<file path="config.mk">
export PLATFORM = sky130hd
export DESIGN_NAME = button_debouncer
export DESIGN_NICKNAME = d
export VERILOG_FILES = /design/src/rtl/button_debouncer_pkg.sv /design/src/rtl/button_debouncer_channel.sv /design/src/rtl/button_debouncer.sv
export SDC_FILE = /design/constraint.sdc
export NUM_CORES = 1
export LEC_CHECK = 0
export CORE_AREA = 2 2 39 41
export CTS_BUF_LIST = sky130_fd_sc_hd__clkbuf_8
export DETAILED_ROUTE_END_ITERATION = 8
export DIE_AREA = 0 0 41 43
export PLACE_DENSITY = 0.68
export SLEW_MARGIN = 20
export SYNTH_ARGS = -nofsm -noshare
export SYNTH_HDL_FRONTEND = slang
export SYNTH_SLANG_ARGS = --single-unit
export TNS_END_PERCENT = 10
</file>
<file path="constraint.sdc">
create_clock -name clk -period 0.9 [get_ports clk]
set_input_delay 0.135 -clock clk [delete_from_list [all_inputs] [get_ports clk]]
set_output_delay 0.135 -clock clk [all_outputs]
set_load 0.005 [all_outputs]
</file>
<file path="src/rtl/button_debouncer_pkg.sv">
// button_debouncer_pkg
//   Shared constants and helpers for the pushbutton debouncer slice.
//   STABLE_CYCLES_SIM : default stability window used for simulation builds.
//                       Board builds override STABLE_CYCLES at instantiation
//                       (e.g. 500000 for a 10 ms window at 50 MHz).
//   cnt_width()       : stability counter width, never less than one bit.
package button_debouncer_pkg;

    localparam int unsigned STABLE_CYCLES_SIM = 4;

    function automatic int unsigned cnt_width(input int unsigned cycles);
        return (cycles > 1) ? $clog2(cycles) : 1;
    endfunction

endpackage

</file>
<file path="src/rtl/button_debouncer_channel.sv">
// debounce_channel
//   One debounced pushbutton: 2-flop synchroniser followed by a stability
//   counter. dout flips only after the synchronised input has differed from
//   it for STABLE_CYCLES consecutive edges; any earlier return clears the
//   count.
//   Optional feature macro: BTN_PULSE_EN adds a registered one-cycle pulse
//   that rises together with a 0->1 transition of dout.
// Ports
//   clk    in   system clock, rising edge
//   reset  in   synchronous, active-high
//   din    in   raw asynchronous button level
//   dout   out  debounced level
//   pulse  out  rising-edge pulse (BTN_PULSE_EN only)
module debounce_channel
    import button_debouncer_pkg::*;
#(
    parameter int unsigned STABLE_CYCLES = STABLE_CYCLES_SIM
) (
    input  logic clk,
    input  logic reset,
    input  logic din,
`ifdef BTN_PULSE_EN
    output logic pulse,
`endif
    output logic dout
);

    localparam int unsigned      CW       = cnt_width(STABLE_CYCLES);
    localparam logic [CW-1:0]    CNT_LAST = CW'(STABLE_CYCLES - 1);

    logic          s1_q, s2_q;
    logic          db_q, db_d;
    logic [CW-1:0] cnt_q, cnt_d;

    // Counter holds at zero while the synchronised level agrees with the
    // output, so it can never exceed CNT_LAST.
    always_comb begin
        db_d  = db_q;
        cnt_d = '0;
        if (s2_q != db_q) begin
            if (cnt_q == CNT_LAST) begin
                db_d = s2_q;
            end else begin
                cnt_d = cnt_q + CW'(1);
            end
        end
    end

    always_ff @(posedge clk) begin
        if (reset) begin
            s1_q  <= 1'b0;
            s2_q  <= 1'b0;
            db_q  <= 1'b0;
            cnt_q <= '0;
        end else begin
            s1_q  <= din;
            s2_q  <= s1_q;
            db_q  <= db_d;
            cnt_q <= cnt_d;
        end
    end

    assign dout = db_q;

`ifdef BTN_PULSE_EN
    logic pulse_q, pulse_d;

    assign pulse_d = ~db_q & db_d;

    always_ff @(posedge clk) begin
        if (reset) begin
            pulse_q <= 1'b0;
        end else begin
            pulse_q <= pulse_d;
        end
    end

    assign pulse = pulse_q;
`endif

endmodule

</file>
<file path="src/rtl/button_debouncer.sv">
// button_debouncer
//   Synchronises and debounces N raw pushbuttons for downstream lab logic.
//   Pure wiring: N independent debounce_channel instances.
//   Optional feature macro: BTN_PULSE_EN exposes btn_pulse.
// Ports
//   clk        in   system clock, rising edge
//   reset      in   synchronous, active-high
//   btn_in     in   [N] raw asynchronous button levels
//   btn_db     out  [N] debounced, synchronised levels
//   btn_pulse  out  [N] one-cycle rising-edge pulses (BTN_PULSE_EN only)
module button_debouncer
    import button_debouncer_pkg::*;
#(
    parameter int unsigned N             = 3,
    parameter int unsigned STABLE_CYCLES = STABLE_CYCLES_SIM
) (
    input  logic         clk,
    input  logic         reset,
    input  logic [N-1:0] btn_in,
`ifdef BTN_PULSE_EN
    output logic [N-1:0] btn_pulse,
`endif
    output logic [N-1:0] btn_db
);

    for (genvar i = 0; i < N; i++) begin : g_ch
        debounce_channel #(
            .STABLE_CYCLES(STABLE_CYCLES)
        ) u_ch (
            .clk  (clk),
            .reset(reset),
            .din  (btn_in[i]),
`ifdef BTN_PULSE_EN
            .pulse(btn_pulse[i]),
`endif
            .dout (btn_db[i])
        );
    end

endmodule

</file>
-- Yosys cells after proc, flatten, opt, wreduce, memory -nomap -nowiden
Cells that the tools add are included.
- bits of input ports: 5
- register bits: 15
- output and inout port bits: 3
- logic and storage cells: 30
- bitwise gates (word level): 3
- equality and inequality tests: 6
- add/sub/neg operators: 3
- reduce and logical (&&, ||, !) cells: 6
- operators with widths (cell ; count):
    3-bit OR reduction ; 3
    2-bit by 1-bit adder with 2-bit output (second input constant) ; 3
    2-bit == test (second input constant) ; 3
    2-bit AND reduction ; 3
    1-bit != test ; 3
    1-bit NOT ; 3

-- Longest topological paths before layout
Gate-level depths: netlist of the first run.
- depth in word-level cells: 3
- depth in mapped cells: 3
- depth with buffers taken out: 3

-- Hierarchy
From an unflattened synthesis of the first run, not the netlist that was laid out.
- cell total of the unflattened synthesis: 39
- area total of the unflattened synthesis: 506.7 sq um
- modules (own cells, without submodules) (module ; times used ; area an instance (sq um) ; sequential area each (sq um) ; cells an instance):
    debounce_channel ; 3 ; 168.9 ; 100.1 ; 13

-- Worst setup path before layout of the first run
Ideal clock, no wire load.
- path type: reg-to-reg
- start: register g_ch[0].u_ch.cnt_q[0]
- end: register g_ch[0].u_ch.db_q
- cell stages (with the launch flop): 4
- library setup time: 114 ps
- period minus slack after synthesis: 890 ps
- buffers on the path: 0
- setup slack: 10 ps
- required time: 786 ps
- arrival: 776 ps
- path through: dfxtp_1 -> ha_1 -> mux2i_1 -> nor2_1
- word-level cells in the longest chain between the ends: 2
- ends and longest elaborated chain (what ; RTL line ; RTL):
    start, declared ; button_debouncer_channel.sv:33 ; logic [CW-1:0] cnt_q, cnt_d;
    start signal, assigned ; button_debouncer_channel.sv:59 ; cnt_q <= cnt_d;
    2-bit == test ; button_debouncer_channel.sv:41 ; if (cnt_q == CNT_LAST) begin
    2-bit AND reduction (no source line) ; - ;
    end signal, assigned ; button_debouncer_channel.sv:53 ; db_q <= 1'b0;
    end signal, assigned ; button_debouncer_channel.sv:58 ; db_q <= db_d;
    end, declared ; button_debouncer_channel.sv:32 ; logic db_q, db_d;
No other way between the ends.
A chain may end at the register's enable or synchronous reset.

-- Worst setup path in the final report of the first run
- start: register g_ch[1].u_ch.db_q
- end: output btn_db[1]
- RTL lines (what ; RTL line ; RTL):
    start, declared ; button_debouncer_channel.sv:32 ;
    start signal, assigned ; button_debouncer_channel.sv:53 ;
    start signal, assigned ; button_debouncer_channel.sv:58 ;
    end, declared ; button_debouncer.sv:23 ; output logic [N-1:0] btn_db
No word-level cell between the ends.

==> impl_results.md, run 1 <==
- Startpoint types: register
- Largest net degree at the start of global routing: 9
- Fin. Hold Viols: 0
- RSZ-0062 raised after global routing: yes
- Inst Count DP: 71
- Post-route ant nets: 0
- Final setup violation count: 0
- Initial core utilization: 0.409
- Vias in the first global route: around 310
- Final HPWL DP: 514 microns
- Vias: approximately 330
- CP bufs+invs: 1
- Wirelength, routed: 675 microns
- First-pass GRT wire length: roughly 1300 microns
- Insertion delay to the later sink of the worst-skew pair: 0.24 ns
- Final Cycle Share: 0.995
- Initial antenna violation count: 0
- 1st-iter DRT viols: 0
- Postcts setup bufs: 0
- Final min period: a little under 0.9 ns
- Ranking of synthesized cells by area: dfxtp_1 53%, nor4b_2 8.0%, and2b_1 6.6%
- Synth unique cells: 11
- Slew Limit Fails: 0
- WL/cell: around 9 microns
- Family with the most delay on the worst path: flip-flops
- H-tree depth: 1
- NumNets Final: between 60 and 70
- CTS buffer count: 3
- Die X: 41 microns
- Via density: around 4.4
- Slowest cell on the critical path: dfxtp_2
- Residual DRC count: 0
- Status: finished, final reports clean
- Worst hold slack: between 0.4 and 0.5 ns
- Clk slew on worst S/H paths: roughly 0.060 ns
- CP Cell Sequence: clkdlybuf4s15_1
- Io pins: 8
- Total track usage: 0.107
- Area delta synth->final: 42.7%
- Non-Filler Instances: 75
- Cell area after layout: a little over 800 sq um
- Worst path arrival time: 0.76 ns
- Mean Syn Cell Area: between 10 and 15 sq um
- Mapped Cells: 43
- Worst slew pin tran: roughly 0.22 ns
- Sequential-to-total area share from yosys stat: 0.531
- Number of warnings issued by yosys: 0
- Layout cells sized above 1: 0.559
- Die Height: between 40 and 50 microns
- Pwr per Cell Area: 1570 nW/um^2
- CP startpoint: g_ch[1].u_ch.dout
- Port bufs: 7
- Synthesized area: about 570 sq um
- Peak Freq: about 1100 MHz
- Maximum VDD drop: a little over 900 uV
- Worst hold path class: in -> reg
- Root Driver: clkbuf_8
- Syn nets: just over 50
- Worst EP required: roughly 0.76 ns
- Routability cong.: about 0.65
- Area leader, netlist: dfxtp_1
- Yosys top cell area share: 0.531
- DRT Pass-1 Iters: 1
- Reg2reg start: g_ch[1].u_ch.dout
- Synth Register Bits: 15
- Worst path max stage delay: ~0.33 ns
- N_diodes: 0
- Setup crit end kind: output pin
- Remaining global-route overflow: 0
- Clock sinks: 15
- TritonCTS clock tree: done
- Leakage: approximately 0.31 nW
- Worst Setup Path Type: reg -> out
- Clock Skew: around 0.00059 ns
- Die Area: between 1500 and 2000 sq um
- Max-cap violations: 0
- Hold wc startpoint: reset
- Slew margin rel.: 0.857
- Core Box Area: ~1400 sq um
- Clock Path Buffers: 2
- Crit path max fanout: 2
- Num rows: 14
- Placed Instance Area: 689 sq um
worst paths after layout:
path,endpoint,slack (ns),cells past startpoint
setup reg to reg,g_ch[1].u_ch.cnt_q[1],0.02,3
hold / removal,g_ch[2].u_ch.s1_q,0.43,2
hold reg to reg,g_ch[1].u_ch.s2_q,0.44,1
setup / recovery,btn_db[1],0.005,1
registers in the layout, indices dropped and copies added (netlist names):
register / count
g_ch.u_ch.cnt_q: 6
g_ch.u_ch.s1_q: 3
g_ch.u_ch.s2_q: 3
g_ch.u_ch.dout: 3
kinds of logic (layout without fill, tap and decap cells):
kind of cell,after synthesis,after routing,synth area share
mux,3,3,0.0531
flops,15,15,0.531
xor+xnor,3,3,0.0465
buf+inv,4,20,0.0597
simple gates,15,15,0.243
fa+ha+maj,3,3,0.0664
cells in the mapped netlist:
master,instances
dfxtp_1,15
and2b_1,5
buf_4,3
ha_1,3
mux2i_1,3
nor2_1,3
nor4_2,3
nor4b_2,3
xnor2_1,3
buf_6,1
nor2b_1,1
report_power, final:
| group | switching, mW | internal, mW | leakage (nW) |
|---|---|---|---|
| combinational | 0.0230 | 0.0479 | 0.161 |
| clock | 0.200 | 0.300 | 0.0269 |
| sequential | 0.0110 | 0.682 | 0.126 |
cells in the final DEF (no fill, tap or decap):
master and instances:
mux2i_1 3, buf_6 1, ha_4 3, dfxtp_1 8, clkdlybuf4s50_1 3, clkbuf_2 1
nor4_2 3, xnor2_4 1, dlygate4sd2_1 1, nor2b_1 1, buf_2 1, clkbuf_8 3
buf_4 8, inv_1 1, and2b_1 5, clkdlybuf4s15_1 1, dfxtp_2 7, nor4b_2 3
xnor2_2 2, nor2_1 3
final cells by class:
cell class | instances | area [sq um]
Fill cell | 116 | 577
Sequential cell | 15 | 309
Multi-Input combinational cell | 24 | 303
Timing Repair Buffer | 16 | 130
Clock buffer | 3 | 41.3
Tap cell | 16 | 20.0
Clock inverter | 1 | 3.75
per-layer routing:
metal	part of all wire	vias to the layer above	GRT usage
li1	-	178	-
met1	0.53	146	0.161
met2	0.42	6	0.131
met3	0.040	2	0.0314
met4	0.012	0	0.0600
met5	0	-	0
stage by stage:
step | setup WS [ns] | util | TNS (ns) | total power, mW
2_1_floorplan | 0.0101 | - | 0 | 0.736
3_3_place_gp | -0.256 | 0.498 | -2.84 | 0.768
3_5_place_dp | -0.287 | 0.498 | -3.25 | 0.770
4_1_cts | -0.0377 | 0.575 | -0.0401 | 1.28
5_1_grt | -0.0411 | 0.583 | -0.157 | 1.33
6_report | 0.00455 | 0.583 | 0 | 1.26
timing repair:
action / in CTS / in global routing
hold buffers: 0 / 0
setup endpoints to repair: 12 / 10
gates cloned: 0 / 0
pin swaps: 3 / 2
resized for setup: 18 / 10
Power figures use the tool's default switching activity.
==> run 2: changes to the inputs <==
GPL_TIMING_DRIVEN = 0   (was not set)
==> run 2 against run 1 <==
Effect of this change: the flow now finishes with violations (negative setup slack); combinational power shrank 12%; clock skew grew 0.0061 ns; utilization grew 0.72 points; routed wire length grew 7.0%; sequential power is essentially flat; hold slack lost 0.15 ns; critical path depth grew 1; critical path type unchanged; largest cell class unchanged.
==> impl_results.md, run 2 (synthesis gave the netlist of run 1 again) <==
- Status: complete, but fails checks (was finished, final reports clean)
- Failing checks: negative setup slack
- Total track usage: 0.110 (was 0.107)
- Leakage: 0.316 nW (was 0.313 nW)
- Via density: 4.53 (was 4.43)
- DRT Pass-1 Iters: 1 (unchanged)
- Insertion delay to the later sink of the worst-skew pair: 0.24 ns (about the same)
- Crit path max fanout: 2 (unchanged)
- Pwr per Cell Area: 1570 nW/um^2 (about the same)
- Io pins: 8 (unchanged)
- Fin Setup TNS: -0.0324 ns (was 0 ns)
- CTS buffer count: 3 (unchanged)
- Worst path arrival time: 0.79 ns (was 0.76 ns)
- Vias in the first global route: 306 (was 314)
- Num rows: 14 (unchanged)
- N_diodes: 0 (unchanged)
- Final Cycle Share: 1.02 (was 0.995)
- Total power: 1.28 mW (was 1.26 mW)
- Initial core utilization: 0.409 (unchanged)
- Root Driver: clkbuf_8 (unchanged)
- Die Area: 1760 sq um (unchanged)
- Slew margin rel.: 0.869 (was 0.857)
- Worst R2R Path Depth: 3 (unchanged)
- 1st-iter DRT viols: 0 (unchanged)
- Worst EP required: 0.76 ns (about the same)
- Remaining global-route overflow: 0 (unchanged)
- Peak Freq: 1090 MHz (was 1120 MHz)
- Clock Skew: 0.00668 ns (was 0.000589 ns)
- Clock sinks: 15 (unchanged)
- TritonCTS clock tree: done (unchanged)
- Post-route ant nets: 0 (unchanged)
- Largest net degree at the start of global routing: 11 (was 9)
- Wirelength, routed: 722 microns (was 675 microns)
- Startpoint types: register (unchanged)
- Final core utilization: 0.590 (was 0.583)
- Routability cong.: 0.648 (was 0.647)
- NumNets Final: 66 (was 68)
- Die X: 41 microns (unchanged)
- Hold-fix buffers at CTS: 0 (unchanged)
- Worst Setup Path Type: reg -> out (unchanged)
- Initial antenna violation count: 0 (unchanged)
- Most common cell after layout, fill and taps aside: dfxtp_1
- Final setup violation count: 4 (was 0)
- Area delta synth->final: 44.5% (was 42.7%)
- Reg2reg start: g_ch[0].u_ch.dout (was g_ch[1].u_ch.dout)
- Residual DRC count: 0 (unchanged)
- Biggest register: g_ch.u_ch.cnt_q (unchanged)
- Layout cells sized above 1: 0.561 (was 0.559)
- Maximum VDD drop: 1410 uV (was 916 uV)
- Vias: 331 (was 332)
- Cell area after layout: 817 sq um (was 807 sq um)
- Clk slew on worst S/H paths: 0.06 ns (about the same)
- Most frequent cells in the layout: 9 x dfxtp_1, 6 x buf_6, 6 x dfxtp_2 (was 8 x dfxtp_1, 8 x buf_4, 7 x dfxtp_2)
- Final HPWL DP: 455 microns (was 514 microns)
- Worst hold path class: in -> reg (unchanged)
- Hold depth: 2 (unchanged)
- Fin. Hold Viols: 0 (unchanged)
- Worst slew pin tran: 0.197 ns (was 0.215 ns)
- CP startpoint: g_ch[0].u_ch.dout (was g_ch[1].u_ch.dout)
- Clock Path Buffers: 2 (unchanged)
- Hold wc startpoint: reset (unchanged)
- Setup crit end kind: output pin (unchanged)
- Final worst slack: -0.0215 ns (was 0.00455 ns)
- Max-cap violations: 0 (unchanged)
- Core Box Area: 1380 sq um (unchanged)
- First-pass GRT wire length: 1200 microns (was 1260 microns)
- H-tree depth: 1 (unchanged)
- RSZ-0062 raised after global routing: yes (unchanged)
- Slew Limit Fails: 0 (unchanged)
- Final min period: 0.921 ns (was 0.895 ns)
- Die Height: 43 microns (unchanged)
- Max reg flops: 6 (unchanged)
- Port bufs: 7 (unchanged)
- Placed Instance Area: 656 sq um (was 689 sq um)
- WL/cell: 9.89 microns (was 9.00 microns)
run 2: area by class of cell:
cell class                      count  area, sq um
Clock inverter                      1         5.00
Clock buffer                        3         41.3
Buffer                              4         41.3
Multi-Input combinational cell     24          303
Timing Repair Buffer               10         98.8
Fill cell                         119          567
Sequential cell                    15          308
Tap cell                           16         20.0
run 2: per-stage QoR:
stage          std cells  hold WS, ns  worst slack [ns]
2_1_floorplan         43        0.260            0.0101
3_3_place_gp          66        0.413            -0.239
3_5_place_dp          66        0.425            -0.248
4_1_cts               73        0.439           -0.0293
5_1_grt               73        0.293           -0.0659
6_report              73        0.278           -0.0215
run 2: routing by layer:
layer / vias to the layer above / track usage / routed length (microns)
met2: 6 / 0.134 / 333
met5: - / 0 / 0
li1: 175 / - / -
met3: 2 / 0.0471 / 28
met4: 0 / 0.120 / 12
met1: 148 / 0.129 / 348
run 2: worst paths after layout:
path | end | slack (ns)
worst max-delay path | btn_db[0] | -0.02
worst min-delay path | g_ch[1].u_ch.s1_q | 0.28
worst max register to register | g_ch[0].u_ch.cnt_q[1] | 0
worst min register to register | g_ch[0].u_ch.s2_q | 0.43
run 2: timing repair:
item / in CTS / in global routing
gates resized for setup: 25 / 9
pin swaps: 3 / 0
endpoints found under the setup margin: 12 / 12
setup buffers: 3 / 0
run 2: where the power goes:
part | leakage (nW) | switching (mW) | internal (mW) | total, mW
clock | 0.0255 | 0.221 | 0.306 | 0.527
combinational | 0.165 | 0.0211 | 0.0413 | 0.0624
sequential | 0.125 | 0.0118 | 0.682 | 0.693
run 2: critical path, stage by stage (launching register included):
cell and delay [ns]:
dfxtp_2 0.32, buf_4 0.12, buf_6 0.10
